## src/rtl/serial_subtractor_ctrl.sv

```systemverilog
`default_nettype none
// ============================================================================
// Module   : serial_subtractor_ctrl
// Brief    : Bit-serial A - B - bin using one full-subtractor cell, LSB first,
//            with valid/ready handshakes on operands and result.
// Revision : 1.0 - initial release
// ============================================================================
module serial_subtractor_ctrl #(
    parameter int WIDTH = 8
) (
    input  logic             clk,
    input  logic             rst,
    input  logic             in_valid,
    output logic             in_ready,
    input  logic [WIDTH-1:0] minuend,
    input  logic [WIDTH-1:0] subtrahend,
    input  logic             borrow_in,
    output logic             out_valid,
    input  logic             out_ready,
    output logic [WIDTH-1:0] diff,
    output logic             borrow_out,
    output logic             busy
);

    localparam int c_CNT_W = $clog2(WIDTH) + 1;
    localparam logic [c_CNT_W-1:0] c_LAST = c_CNT_W'(WIDTH - 1);

    localparam logic [1:0] c_IDLE = 2'd0;
    localparam logic [1:0] c_RUN  = 2'd1;
    localparam logic [1:0] c_DONE = 2'd2;

    logic [1:0]         r_state;
    logic [1:0]         w_next_state;
    logic [c_CNT_W-1:0] r_cnt;
    logic               r_borrow;
    logic [WIDTH-1:0]   r_m;
    logic [WIDTH-1:0]   r_s;
    logic [WIDTH-1:0]   r_res;
    logic [WIDTH-1:0]   w_res_next;
    logic               w_d;
    logic               w_bout;
    logic               w_last;

    // The single subtractor cell, fed by the operand LSBs and the borrow chain.
    assign w_d    = r_m[0] ^ r_s[0] ^ r_borrow;
    assign w_bout = (~r_m[0] & (r_s[0] | r_borrow)) | (r_s[0] & r_borrow);
    assign w_last = (r_cnt == c_LAST);

    generate
        if (WIDTH == 1) begin : g_res_w1
            assign w_res_next = w_d;
        end else begin : g_res_wn
            assign w_res_next = {w_d, r_res[WIDTH-1:1]};
        end
    endgenerate

    always_ff @(posedge clk or posedge rst) begin
        if (rst) begin
            r_state <= c_IDLE;
        end else begin
            r_state <= w_next_state;
        end
    end

    always_comb begin
        w_next_state = r_state;
        case (r_state)
            c_IDLE:  if (in_valid)  w_next_state = c_RUN;
            c_RUN:   if (w_last)    w_next_state = c_DONE;
            c_DONE:  if (out_ready) w_next_state = c_IDLE;
            default: w_next_state = c_IDLE;
        endcase
    end

    always_comb begin
        in_ready  = (r_state == c_IDLE);
        out_valid = (r_state == c_DONE);
        busy      = (r_state == c_RUN) || (r_state == c_DONE);
    end

    // diff/borrow_out are only written on the final RUN edge, so they hold
    // the last result through DONE and IDLE.
    always_ff @(posedge clk or posedge rst) begin
        if (rst) begin
            r_cnt      <= '0;
            r_borrow   <= 1'b0;
            r_m        <= '0;
            r_s        <= '0;
            r_res      <= '0;
            diff       <= '0;
            borrow_out <= 1'b0;
        end else begin
            case (r_state)
                c_IDLE: begin
                    if (in_valid) begin
                        r_m      <= minuend;
                        r_s      <= subtrahend;
                        r_borrow <= borrow_in;
                        r_cnt    <= '0;
                    end
                end
                c_RUN: begin
                    r_m      <= r_m >> 1;
                    r_s      <= r_s >> 1;
                    r_res    <= w_res_next;
                    r_borrow <= w_bout;
                    r_cnt    <= r_cnt + c_CNT_W'(1);
                    if (w_last) begin
                        diff       <= w_res_next;
                        borrow_out <= w_bout;
                    end
                end
                default: begin
                end
            endcase
        end
    end

endmodule
`default_nettype wire

```

## config.mk

```make
export PLATFORM = sky130hd
export DESIGN_NAME = serial_subtractor_ctrl
export DESIGN_NICKNAME = d
export VERILOG_FILES = /design/src/rtl/serial_subtractor_ctrl.sv
export SDC_FILE = /design/constraint.sdc
export NUM_CORES = 1
export LEC_CHECK = 0
export ABC_AREA = 0
export CORE_UTILIZATION = 46
export DETAILED_ROUTE_END_ITERATION = 8
export GPL_TIMING_DRIVEN = 0
export PLACE_DENSITY = 0.83
export SLEW_MARGIN = 15
export SYNTH_ARGS = -nofsm -noshare
export SYNTH_HDL_FRONTEND = slang
export SYNTH_SLANG_ARGS = --single-unit
```

## constraint.sdc

```tcl
create_clock -name clk -period 1.7 [get_ports clk]
set_clock_uncertainty 0.15 [all_clocks]
set_input_delay 0.34 -clock clk [delete_from_list [all_inputs] [get_ports clk]]
set_output_delay 0.34 -clock clk [all_outputs]
set_load 0.03 [all_outputs]
```

==> results_dict.tcl <==
set metrics [dict create \
    drt-pass1-iter-count 4 \
    clk_latency_ns 0.29 \
    setup_viol 0 \
    portBuffers 32 \
    cts.reportedPaths.clkPinSlew_ns 0.08 \
    rrSetupSlack_ns 0.02 \
    synth_nets 174 \
    met2_usage 0.326 \
    pre_cts_ws_ns -0.209 \
    antenna_found_initial 0 \
    synthCells 148 \
    grtUsageMet1 0.225 \
    worstHoldStart "r_m[2]" \
    crit_arrival_ns 1.71 \
    worst_pin_slew_ns 0.781 \
    slew_viol_final 0 \
    clockRootBuffer "clkbuf_8" \
    start_util 0.477 \
    rsz0062_at_grt "true" \
    chipWidth_microns 63.6 \
    avgViaCountPerCell 5.36 \
    synth_top_area_frac 0.558 \
    ys_seq_area_frac 0.558 \
    syn2layout_area_growth_pct 39.7 \
    layout_setup_ws_ns 0.0224 \
    cts.sinks 39 \
    r2r_end "r_state[0]" \
    outcome "finished, final reports clean" \
    die_area_sq_um 4050 \
    fmax_mhz 596 \
    post-dp-hpwl_microns 2350 \
    fin_crit_sh 0.987 \
    hold_depth 2 \
    drive_above_1_share 0.309 \
    cellPowerDensity_nw_per_um2 1990 \
    grt_max_degree 40 \
    drt_iter0_drc 46 \
    cts_hold_buf 0 \
    drv_cap 0 \
    vias 1296 \
    n_fill_cell 291 \
    antennaDiodeCount 0 \
    cts_tree "built" \
    end_kind "register" \
    synth_area_sq_um 1750 \
    avgRoutedWirePerCell_microns 15.1 \
    overflow 0 \
    grt_util_met3 0.0580 \
    drt.antenna.violating_nets 0 \
    vdd_drop_max_uv 1220 \
    yosysWarnings 0 \
    grt_pass1_wl_microns 5840 \
    hold_path.class "register to register" \
    place_congestion 0.708 \
    startpoint_type "register" \
    first_global_vias 1317 \
    die_y_microns 63.6 \
    core_sq_um 3660 \
    drt-total-wl_microns 3660 \
    cts_inserted_buffers 5 \
    drc 0 \
    required_ns 1.73 \
    yosysUniqueCellTypes 24 \
    fin_nets 219 \
    rows 22 \
    p_leak_nw 1.15 \
    busiest_layer "met2" \
    htree_levels 2 \
    hold_ws_ns 0.335 \
    cp_max_fo 5 \
    utilization 0.667 \
    reg2reg_from "r_state[0]" \
    io-pin-count 33 \
    crit_type "register to register" \
    max-slew-margin-rel 0.478 \
    synth_seq_cells 39 \
    track_usage 0.189 \
    cts.path.max_buffers 2 \
    min_to "r_m[2]" \
    hold_viol_final 0 \
    synth_area_per_cell_sq_um 11.8 \
    synthTopCellsByArea "dfrtp_1 (56%), mux2_2 (9.7%), mux2i_1 (9.2%)" \
    rr_worst_depth 5 \
    yosys.area.top_type "dfrtp_1" \
    min_period_ns 1.68 \
]
synthesized netlist by cell type:
cell type	n
dfrtp_1	39
nand2_1	23
o21ai_0	19
mux2i_1	16
mux2_2	15
buf_2	5
ha_1	4
inv_1	4
nand2b_1	3
nand3_1	3
clkbuf_1	2
nand3b_1	2
nor2b_1	2
a211oi_1	1
a21oi_1	1
a32o_1	1
buf_4	1
fa_1	1
nand4b_2	1
nor2_1	1
nor3_1	1
o221ai_1	1
o32a_1	1
or4b_1	1
repair_timing:
item                                   in CTS  in global routing
gates resized for setup                    39                 43
pin swaps                                   1                  7
buffers inserted                            3                  2
cloned                                      0                  1
setup endpoints to repair                  51                 33
endpoints found under the hold margin       0                  0
layer usage:
| layer | wire length [microns] | vias up |
|---|---|---|
| li1 | - | 607 |
| met1 | 1560 | 647 |
| met2 | 1900 | 37 |
| met3 | 163 | 5 |
| met4 | 37 | 0 |
| met5 | 0 | - |
state kept, by name (all words and copies together), names as in the netlist:
signal	flops
r_s	8
r_m	8
r_cnt	4
borrow_out	1
r_borrow	1
diff	8
r_res	7
r_state	2
logic make-up after synthesis:
group | after synthesis | synth area share
AOI/OAI and AO/OA | 24 | 0.0780
adders and majority gates | 5 | 0.0401
buffers and inverters | 12 | 0.0315
DFF | 39 | 0.558
muxes | 31 | 0.188
and+or+nand+nor | 37 | 0.104
layout by cell type (no fill, tap or decap), drive strengths merged:
cell type	instances
bufinv	1
o32a	1
clkdlybuf4s50	20
mux2i	16
a21oi	1
o221ai	1
dlygate4sd2	9
nor3	1
a32o	1
nor2	1
dfrtp	39
nand2b	3
buf	14
a211oi	1
clkinv	1
fa	1
clkbuf	9
mux2	15
nand4b	1
nor2b	2
nand2	23
or4b	1
ha	4
nand3b	2
o21ai	19
nand3	3
inv	4
final cells by class:
cell class / count / area, sq um / area share
inverters: 4 / 15.0 / 0.00615
clock inverters: 2 / 35.0 / 0.0143
multi-input cells: 97 / 823 / 0.337
well taps: 48 / 60.1 / 0.0246
flip-flops and latches: 39 / 976 / 0.400
repair buffers: 38 / 375 / 0.154
plain buffers: 8 / 75.1 / 0.0307
clock buffers: 6 / 82.6 / 0.0338
report_power, final:
| group | leakage, nW | switching [W] | internal [W] |
|---|---|---|---|
| clock network | 0.0612 | 0.000320 | 0.000475 |
| registers | 0.489 | 0.000292 | 0.00136 |
| logic | 0.602 | 0.00123 | 0.00120 |
| total | 1.15 | 0.00184 | 0.00303 |
worst max-delay path: stages (launching register included):
cell	delay, ns
dfrtp_1	0.43
inv_2	0.10
ha_4	0.17
nor2b_1	0.32
a211oi_2	0.08
mux2_4	0.31
how the worst max path moves through the flow:
stage	from	end	slack [ns]	cells after the start
2_1_floorplan	r_state[0]	r_state[0]	0.03	5
3_3_place_gp	rst	r_s[4]	-0.42	2
5_1_grt	r_state[0]	r_s[0]	-0.04	7
4_1_cts	r_state[1]	r_res[6]	0.0004	5
3_5_place_dp	r_state[1]	r_cnt[0]	-0.21	8
6_report	r_state[0]	r_state[0]	0.02	5
stage by stage:
step / instances / instance area (sq um) / total power [W] / TNS (ns)
6_report: 242 / 2440 / 0.00487 / 0
4_1_cts: 239 / 2310 / 0.00450 / 0
2_1_floorplan: 148 / 1760 / 0.00302 / 0
3_3_place_gp: 228 / 2140 / 0.00348 / -19.68
5_1_grt: 242 / 2440 / 0.00518 / -0.502
3_5_place_dp: 228 / 2140 / 0.00361 / -4.87
No activity file was read; power rests on OpenSTA's default activity.
==> patch: new RTL, same settings <==
Set the parameter `WIDTH` to 32 (it was 8).
--- a/src/rtl/serial_subtractor_ctrl.sv
+++ b/src/rtl/serial_subtractor_ctrl.sv
@@ -6,7 +6,7 @@
 // Revision : 1.0 - initial release
 // ============================================================================
 module serial_subtractor_ctrl #(
-    parameter int WIDTH = 8
+    parameter int WIDTH = 32
 ) (
     input  logic             clk,
     input  logic             rst,
Interface: changed (resized diff, minuend and subtrahend); port bits go from 33 to 105. No check against the original RTL was run, so the function may have changed too.
==> patch against the original RTL <==
  * The flow now finishes with violations (negative setup slack)
  * Cell area grew to 3.5 times the old value
  * Utilization increased by 0.28 points
  * Worst setup slack worse by 0.34 ns
  * Wire length grew to 3.4 times the old value
  * Worst hold slack lost 0.074 ns
  * Sequential cell count increased by 98
  * Sequential share of layout area grew 0.61 points
  * Die area rose to 3.3 times the old value
  * Power rose to 2.9 times the old value
  * Via count rose to 3.2 times the old value
  * Synthesized area grew to 3.4 times the old value
  * Critical endpoint is now diff[9]
==> patch: results (changes against the original RTL) <==
- Status: complete, but fails checks (was finished, final reports clean)
- Failing checks: negative setup slack
- Leak: 4.09 nW (was 1.15 nW)
- Synth area leaders: dfrtp_1 (58%), mux2i_1 (11%), mux2_4 (7.1%), mux2_2 (6.8%), o21ai_0 (5.9%) (was dfrtp_1 (56%), mux2_2 (9.7%), mux2i_1 (9.2%), o21ai_0 (5.4%), nand2_1 (4.9%))
- CTS Buffer Depth: 2 (unchanged)
- Final GP Congestion: 0.760 (was 0.708)
- Distinct cell type count of the synthesized netlist: 28 (was 24)
- Final setup margin: -0.321 ns (was 0.0224 ns)
- Critical path's slowest cell: or4b_4 (was dfrtp_1)
- Vias in the first global route: 4208 (was 1317)
- Top FF cell, synth: dfrtp_1 (unchanged)
- H-tree depth: 4 (was 2)
- Port bufs: 104 (was 32)
- Peak supply drop: 1.06 mV (was 1.22 mV)
- HPWL after DPL: 8.41 mm (was 2.35 mm)
- Most frequent cells after synthesis: dfrtp_1 (137), nand2_1 (71), o21ai_0 (70) (was dfrtp_1 (39), nand2_1 (23), o21ai_0 (19))
- CP peak stage delay: 0.52 ns (was 0.43 ns)
- DR WL/cell: 15.6 um (was 15.1 um)
- Setup violations, final: 116 (was 0)
- Nets: 696 (was 219)
- Largest net degree at the start of global routing: 42 (was 40)
- First-pass GRT wire length: 20.7 mm (was 5.84 mm)
- Vias post-DR: 4128 (was 1296)
- Layout cells sized above 1: 29.0% (was 30.9%)
- Num CTS Buffers: 17 (was 5)
- Worst skew pair latency: 0.41 ns (was 0.29 ns)
- Critical path arrival: 2.16 ns (was 1.71 ns)
- Root buffer cell: clkbuf_16 (was clkbuf_8)
- Max-slew headroom: 49.7% (was 47.8%)
- Top Registers: diff x32, r_m x32, r_s x32 (was diff x8, r_m x8, r_s x8)
- All-Layer GR Usage: 20.4% (was 18.9%)
- Clk slew on worst S/H paths: 0.06 ns (was 0.08 ns)
- Initial drt markers: 188 (was 46)
- Worst Hold Class: primary input to asynchronous set/reset pin (was register to register)
- Net count after synthesis: 544 (was 174)
- Largest delay share family, worst path: simple AND/OR/NAND/NOR gates (was flip-flops)
- R2R Path End: diff[9] (was r_state[0])
- RR Startpoint: r_state[1] (was r_state[0])
- Sw Pwr: 4.54 mW (was 1.84 mW)
- Sequential area share after synthesis: 57.7% (was 55.8%)
patch: changes by cell type in the layout (fill, tap and decap cells not counted), sizes merged, moves of 40 or more:
cell,unedited run,this run
mux2,15,64
buf,14,54
mux2i,16,65
nand2,23,72
clkdlybuf4s50,20,68
dfrtp,39,137
o21ai,19,70
patch: cell type report:
| class | instances | area, um2 |
|---|---|---|
| clock inverters | 10 | 95.1 |
| multi-input cells | 297 | 2430 |
| fillers | 931 | 4170 |
| well taps | 172 | 215 |
| plain buffers | 27 | 358 |
| inverters | 5 | 25.0 |
| clock buffers | 22 | 464 |
| flip-flops and latches | 137 | 3430 |
| repair buffers | 137 | 1430 |
patch: timing repair:
item                                    CTS  global route
buffers inserted                         15             9
endpoints found under the hold margin     0             0
gates cloned                              4             2
pin swaps                                 2             3
endpoints found under the setup margin  171           152
resized for setup                       109            61
patch: kinds of logic (layout without fill, tap and decap cells):
kind of cell	count (synthesis)	after routing	share of synthesized area [%]
AOI/OAI and AO/OA	80	80	7.23
adders and majority gates	5	5	1.18
buffers and inverters	36	201	3.31
DFF	137	137	57.7
muxes	129	129	24.9
and+or+nand+nor	83	83	5.67
patch: per-stage QoR:
| stage | cell area [um2] | hold WS, ns | setup TNS, ns | setup slack [ns] | instances |
|---|---|---|---|---|---|
| floorplan | 6030 | 0.298 | -79.38 | -0.497 | 470 |
| global placement | 7290 | 0.311 | -243.65 | -1.56 | 746 |
| detailed placement | 7350 | 0.319 | -34.63 | -0.450 | 749 |
| CTS | 8260 | 0.271 | -18.04 | -0.337 | 798 |
| global route | 8450 | 0.311 | -22.35 | -0.371 | 807 |
| finish | 8450 | 0.261 | -14.23 | -0.321 | 807 |
patch: worst max-delay path by stage:
| stage | startpoint | end | depth (start not counted) |
|---|---|---|---|
| 2_1_floorplan | rst | borrow_out | 1 |
| 3_3_place_gp | rst | r_s[14] | 2 |
| 3_5_place_dp | r_state[1] | diff[2] | 7 |
| 4_1_cts | r_cnt[1] | diff[25] | 6 |
| 5_1_grt | r_state[1] | diff[7] | 6 |
| 6_report | r_state[1] | diff[9] | 5 |
patch: power by group through the flow:
stage | Clock (mW) | Combinational, mW | Sequential (mW)
2_1_floorplan | 0 | 3.32 | 4.96
3_3_place_gp | 0 | 4.02 | 5.11
3_5_place_dp | 0 | 4.24 | 5.20
4_1_cts | 3.51 | 4.86 | 5.17
5_1_grt | 3.65 | 5.91 | 5.34
6_report | 3.42 | 5.36 | 5.20
patch: routing by layer:
metal | track usage [%] | vias up | part of all wire [%]
li1 | - | 1940 | -
met1 | 25.1 | 2080 | 43
met4 | 5.63 | 0 | 0.89
met3 | 6.22 | 11 | 4.7
met2 | 34.9 | 97 | 52
met5 | 0 | - | 0
